### config.mk
export PLATFORM = sky130hd
export DESIGN_NAME = bus_ram_slave
export DESIGN_NICKNAME = d
export VERILOG_FILES = /design/src/rtl/bus_ram_slave.sv
export SDC_FILE = /design/constraint.sdc
export NUM_CORES = 1
export LEC_CHECK = 0
export BUFFER_PORTS_ARGS = -buffer_cell sky130_fd_sc_hd__buf_2
export CAP_MARGIN = 20
export CORE_MARGIN = 10
export CORE_UTILIZATION = 56
export DETAILED_ROUTE_END_ITERATION = 6
export PLACE_DENSITY = 0.95
export SETUP_SLACK_MARGIN = 0.2
export SKIP_LAST_GASP = 1
export SLEW_MARGIN = 0
export SYNTH_ARGS = -nofsm -noshare
export SYNTH_HDL_FRONTEND = slang
export SYNTH_SLANG_ARGS = --single-unit
export TNS_END_PERCENT = 100
### constraint.sdc
create_clock -name clk -period 5.2 [get_ports clk]
set_input_delay 0.26 -clock clk [delete_from_list [all_inputs] [get_ports clk]]
set_output_delay 0.26 -clock clk [all_outputs]
set_load 0.01 [all_outputs]
### src/rtl/bus_ram_slave.sv
// bus_ram_slave: bus-tree leaf slave that terminates a command stream on an
// external single-port synchronous RAM. Commands are executed in order; each
// one produces a response that passes through a one-entry pipe register (so
// read data can be collected one cycle after the RAM access) and then a small
// FIFO that lets the master back-pressure responses. A credit check on
// command acceptance ensures the FIFO can never overflow.
module bus_ram_slave #(
    parameter int ADDR_WIDTH     = 32,
    parameter int DATA_WIDTH     = 32,
    parameter int RAM_ADDR_WIDTH = 10,
    parameter int RESP_DEPTH     = 4
) (
    input  logic                        clk,
    input  logic                        reset,
    input  logic [2:0]                  MCmd,
    input  logic [ADDR_WIDTH-1:0]       MAddr,
    input  logic [DATA_WIDTH-1:0]       MData,
    input  logic [DATA_WIDTH/8-1:0]     MByteEn,
    output logic                        SCmdAccept,
    output logic [1:0]                  SResp,
    output logic [DATA_WIDTH-1:0]       SData,
    input  logic                        MRespAccept,
    output logic                        ram_en,
    output logic                        ram_we,
    output logic [DATA_WIDTH/8-1:0]     ram_be,
    output logic [RAM_ADDR_WIDTH-1:0]   ram_addr,
    output logic [DATA_WIDTH-1:0]       ram_wdata,
    input  logic [DATA_WIDTH-1:0]       ram_rdata
);

    localparam int PTR_WIDTH = $clog2(RESP_DEPTH);
    localparam int CNT_WIDTH = PTR_WIDTH + 1;

    localparam logic [2:0] CMD_IDLE = 3'd0;
    localparam logic [2:0] CMD_WR   = 3'd1;
    localparam logic [2:0] CMD_RD   = 3'd2;

    typedef enum logic [1:0] {
        RESP_NULL = 2'd0,
        RESP_DVA  = 2'd1,
        RESP_ERR  = 2'd3
    } resp_e;

    // Pipe stage between RAM access and FIFO push.
    logic                  pipe_valid_q, pipe_valid_d;
    logic                  pipe_is_read_q, pipe_is_read_d;
    resp_e                 pipe_resp_q, pipe_resp_d;

    // Response FIFO.
    resp_e                 fifo_resp_q [RESP_DEPTH];
    logic [DATA_WIDTH-1:0] fifo_data_q [RESP_DEPTH];
    logic [PTR_WIDTH-1:0]  wr_ptr_q, wr_ptr_d;
    logic [PTR_WIDTH-1:0]  rd_ptr_q, rd_ptr_d;
    logic [CNT_WIDTH-1:0]  count_q, count_d;

    logic [CNT_WIDTH:0]    credit_used;
    logic                  in_range;
    logic                  is_wr, is_rd;
    logic                  cmd_take;
    logic                  head_valid;
    logic                  push, pop;
    logic [DATA_WIDTH-1:0] push_data;

    // Credits in use are the queued responses plus the one in the pipe stage;
    // depends only on registers and reset, never on the current command.
    assign credit_used = {1'b0, count_q} + (CNT_WIDTH+1)'(pipe_valid_q);
    assign SCmdAccept  = !reset && (credit_used < (CNT_WIDTH+1)'(RESP_DEPTH));

    assign in_range = (MAddr[ADDR_WIDTH-1:RAM_ADDR_WIDTH] == '0);
    assign is_wr    = (MCmd == CMD_WR);
    assign is_rd    = (MCmd == CMD_RD);
    assign cmd_take = SCmdAccept && (MCmd != CMD_IDLE);

    // The RAM is driven in the accept cycle itself; out-of-range and reserved
    // commands never touch it.
    assign ram_en    = cmd_take && in_range && (is_wr || is_rd);
    assign ram_we    = ram_en && is_wr;
    assign ram_be    = ram_we ? MByteEn : '0;
    assign ram_addr  = MAddr[RAM_ADDR_WIDTH-1:0];
    assign ram_wdata = MData;

    // Head of the FIFO is presented directly; reset forces NULL/0 immediately.
    assign head_valid = !reset && (count_q != '0);
    assign SResp      = head_valid ? fifo_resp_q[rd_ptr_q] : RESP_NULL;
    assign SData      = head_valid ? fifo_data_q[rd_ptr_q] : '0;

    assign push      = pipe_valid_q;
    assign pop       = head_valid && MRespAccept;
    assign push_data = pipe_is_read_q ? ram_rdata : '0;

    // Next-state for the pipe stage, pointers and occupancy.
    // NOTE: every output of this block gets a value on every path, so no latch is inferred.
    always_comb begin
        pipe_valid_d   = cmd_take;
        pipe_is_read_d = cmd_take && in_range && is_rd;
        pipe_resp_d    = (in_range && (is_wr || is_rd)) ? RESP_DVA : RESP_ERR;
        wr_ptr_d       = wr_ptr_q + PTR_WIDTH'(push);
        rd_ptr_d       = rd_ptr_q + PTR_WIDTH'(pop);
        count_d        = count_q + CNT_WIDTH'(push) - CNT_WIDTH'(pop);
    end

    // Control registers; reset drops everything in flight.
    // NOTE: non-blocking assignments so every register samples pre-edge values.
    always_ff @(posedge clk) begin
        if (reset) begin
            pipe_valid_q   <= 1'b0;
            pipe_is_read_q <= 1'b0;
            pipe_resp_q    <= RESP_NULL;
            wr_ptr_q       <= '0;
            rd_ptr_q       <= '0;
            count_q        <= '0;
        end else begin
            pipe_valid_q   <= pipe_valid_d;
            pipe_is_read_q <= pipe_is_read_d;
            pipe_resp_q    <= pipe_resp_d;
            wr_ptr_q       <= wr_ptr_d;
            rd_ptr_q       <= rd_ptr_d;
            count_q        <= count_d;
        end
    end

    // FIFO storage, written on push; read data is captured here for reads.
    // NOTE: storage is not reset; an entry is only ever observed after a push has written it.
    always_ff @(posedge clk) begin
        if (push) begin
            fifo_resp_q[wr_ptr_q] <= pipe_resp_q;
            fifo_data_q[wr_ptr_q] <= push_data;
        end
    end

endmodule
==> summary.md <==
| Metric | Value |
|---|---|
| Initial Utilization | 56.6% |
| Synth Instances | 373 |
| Crit. Startpoint | count_q[1] |
| # hold bufs at CTS | 0 |
| Cells along the critical path | or3_1 > nand3_1 > xnor2_1 > ha_1 > inv_1 > fa_1 > xnor2_1 > nor2_1 |
| Worst reg2reg path depth | 8 |
| Sum of negative setup slack | 0 ns |
| I/O pins | 189 |
| Post-Syn Area per Cell | 17.2 um2 |
| Distinct cells, synth | 36 |
| Max Cap Viol | 0 |
| WS Path Type | reg -> reg |
| CTS resizes | 0 |
| Min cycle time layout | 2.79 ns |
| Req. time, crit path | 5.48 ns |
| PD cells | 460 mW/mm2 |
| VDD IR-drop max | 0.212 mV |
| Via Count | 3450 |
| R2r startpoint | count_q[1] |
| Antenna violations before repair | 0 |
| Final setup fails | 0 |
| Count of final max-slew check failures | 0 |
| First-pass GRT wire length | 21500 um |
| Rel. slew slack | 26.5% |
| Post-DP HPWL | 9160 um |
| Clk buf depth | 2 |
| Layout cells sized above 1 | 38.9% |
| Startpoint types | flip-flop |
| Post-CTS setup buffers | 0 |
| Tot GR Track Use | 17.5% |
| Synth Warn # | 0 |
| Max H-tree Level | 4 |
| Total die area | 0.0161 mm2 |
| CP max-delay cell | or3_1 |
| TritonCTS clock tree | done |
| Final Wtd Congestion | 0.785 |
| Post-placement cell area | 0.00675 mm2 |
| Most frequent CP cell | xnor2_1 |
| Die extent in x | 127 um |
| P_leak | 0.00274 uW |
| Via density | 5.79 |
| Crit path arrival time | 3.08 ns |
| R2r endpoint | count_q[2] |
| CP endpoint kind | flip-flop |
| Clk sinks | 147 |
| Hold Path Sink | pipe_is_read_q |
| PortBufs | 104 |
| Synth Cell Area | 0.00641 mm2 |
| Clock Latency Late Sink | 0.41 ns |
| Core Area | 0.0113 mm2 |
| Drt wl/cell | 23.5 um |
| Gr ovfl total | 0 |
| Fin crit share | 53.7% |
| Clk pin slew, worst setup/hold paths | 0.06 ns |
| Initial drt markers | 288 |
| Type of the most critical hold path | in -> reg |
| RSZ-0062 raised after global routing | false |
| WL final | 14000 um |
| Vias in the first global route | 3826 |
| Largest net degree at the start of global routing | 40 |
| Hold-critical path depth | 3 |
| Drt drc | 0 |
| Status | finished, final reports clean |
| Clk_skew | 0.00804 ns |
| Worst Path Max Fanout | 35 |
| Final instance area | 0.00740 mm2 |
| Layout area overhead | 15.4% |
| FF+latch count, synth | 147 |
| Seq/Total Area, Yosys | 67.2% |
| Root Driver | clkbuf_16 |
| Rows | 39 |
| Slew @ Worst Pin | 1.10 ns |
| Die Ht | 127 um |
| Largest stage delay, worst path | 0.89 ns |
| TritonRoute pass-1 iters | 5 |
| Post-DRT Antenna Nets | 0 |
| Hold Fails Final Rpt | 0 |
| Final nets | 550 |
| Num CTS Buffers | 17 |
| Reg2Reg Setup Slack | 2.41 ns |
| Syn_nets | 483 |
| Fmax | 0.358 GHz |
| Hold path start | MCmd[1] |
| Fillcell total | 758 |
==> cell usage after synthesis, drive strengths merged <==
cell type | count | share of area [%]
mux4 | 34 | 12
nor2 | 8 | 0.47
nor2b | 2 | 0.20
a21oi | 2 | 0.16
o41a | 1 | 0.18
and3 | 35 | 3.4
or4 | 1 | 0.12
edfxtp | 136 | 64
nand3 | 2 | 0.16
buf | 50 | 6.3
o21ai | 1 | 0.078
nand2 | 3 | 0.21
and3b | 1 | 0.14
nor3b | 1 | 0.12
and4 | 1 | 0.14
xnor2 | 4 | 0.55
a211oi | 1 | 0.20
inv | 4 | 0.23
nor4 | 12 | 1.2
o31ai | 1 | 0.12
or4b | 4 | 0.62
clkbuf | 12 | 0.70
nand2b | 1 | 0.21
dfxtp | 11 | 3.4
nor3 | 4 | 0.31
nand4 | 1 | 0.20
or3 | 3 | 0.29
ha | 3 | 0.59
fa | 1 | 0.31
o211ai | 1 | 0.12
and2 | 32 | 3.1
==> layout make-up <==
type	count	area, um2	area share, %
antenna	1	2.50	0.0338
clock buffer	18	429	5.80
clock inverter	13	184	2.49
inverter	4	15.0	0.203
multi-input combinational	160	1650	22.3
sequential	147	4310	58.2
tap	143	179	2.42
timing repair buffer	110	629	8.51
==> where the power goes <==
part           switching (uW)  internal [uW]  leakage [uW]
Sequential               83.5           1420       0.00129
Clock                     457            800      0.000282
Combinational             326            319       0.00117
==> flip-flops by register name, summed over array words and instances (netlist names) <==
| register | count |
|---|---|
| pipe_is_read_q | 1 |
| count_q | 3 |
| pipe_valid_q | 1 |
| wr_ptr_q | 2 |
| fifo_data_q | 128 |
| fifo_resp_q | 8 |
| pipe_resp_q | 2 |
| rd_ptr_q | 2 |
==> layout by cell type, fill, tap and decap left out, drive strengths merged <==
cell	instances
buf	110
clkinv	2
clkbuf	18
and2	32
o41a	1
or4	1
edfxtp	136
or4b	4
nor4	12
a211oi	1
clkinvlp	5
nor3b	1
nand2b	1
inv	6
and4	1
mux4	34
ha	3
xnor2	4
o31ai	1
or3	3
fa	1
and3b	1
nand2	3
bufinv	4
nand4	1
nand3	2
nor2b	2
diode	1
and3	35
dfxtp	11
nor2	8
nor3	4
a21oi	2
o21ai	1
o211ai	1
==> cells by family (layout without fill, tap and decap cells) <==
logic type / after synthesis / after routing / synth area share [%]
adder cells (fa/ha/maj): 4 / 4 / 0.898
XOR/XNOR: 4 / 4 / 0.547
multiplexers: 34 / 34 / 12.4
AO/OA/AOI/OAI: 7 / 7 / 0.840
other: 0 / 1 / 0
buffers and inverters: 66 / 145 / 7.28
flip-flops: 147 / 147 / 67.2
AND/OR/NAND/NOR: 111 / 111 / 10.9
==> routing by layer <==
metal	GRT usage (%)	part of all wire (%)	vias up
met3	6.25	5.9	45
met5	0	0	-
met2	30.0	54	116
li1	-	-	1564
met1	18.3	37	1725
met4	9.58	2.9	0
==> worst max-delay path, delay by kind of cell, from the launching register on <==
family        cells  cell delay [ns]
xor+xnor          2             0.40
fa+ha+maj         2             0.55
buf+inv           1             0.05
flops             1             0.44
simple gates      3             1.23
==> stage by stage <==
| stage | setup slack, ns | hold slack (ns) | utilization [%] | total power [uW] | instances |
|---|---|---|---|---|---|
| after floorplan | 1.76 | 0.406 | - | 2020 | 373 |
| after global placement | 2.57 | 0.444 | 59.1 | 2140 | 560 |
| after detailed placement | 2.34 | 0.463 | 59.7 | 2180 | 563 |
| after CTS | 2.32 | 0.148 | 65.1 | 3430 | 594 |
| after global routing | 2.20 | 0.153 | 65.3 | 3550 | 595 |
| final | 2.41 | 0.173 | 65.3 | 3400 | 596 |
==> worst max path at each step <==
stage | to | cells past startpoint | slack, ns
finish | count_q[2] | 8 | 2.41
global route | SData[31] | 4 | 2.20
detailed placement | count_q[2] | 8 | 2.34
CTS | SData[31] | 4 | 2.32
global placement | count_q[2] | 8 | 2.57
floorplan | fifo_data_q[0][0] | 1 | 1.76
Note: power is estimated with default switching activity, not from simulation.
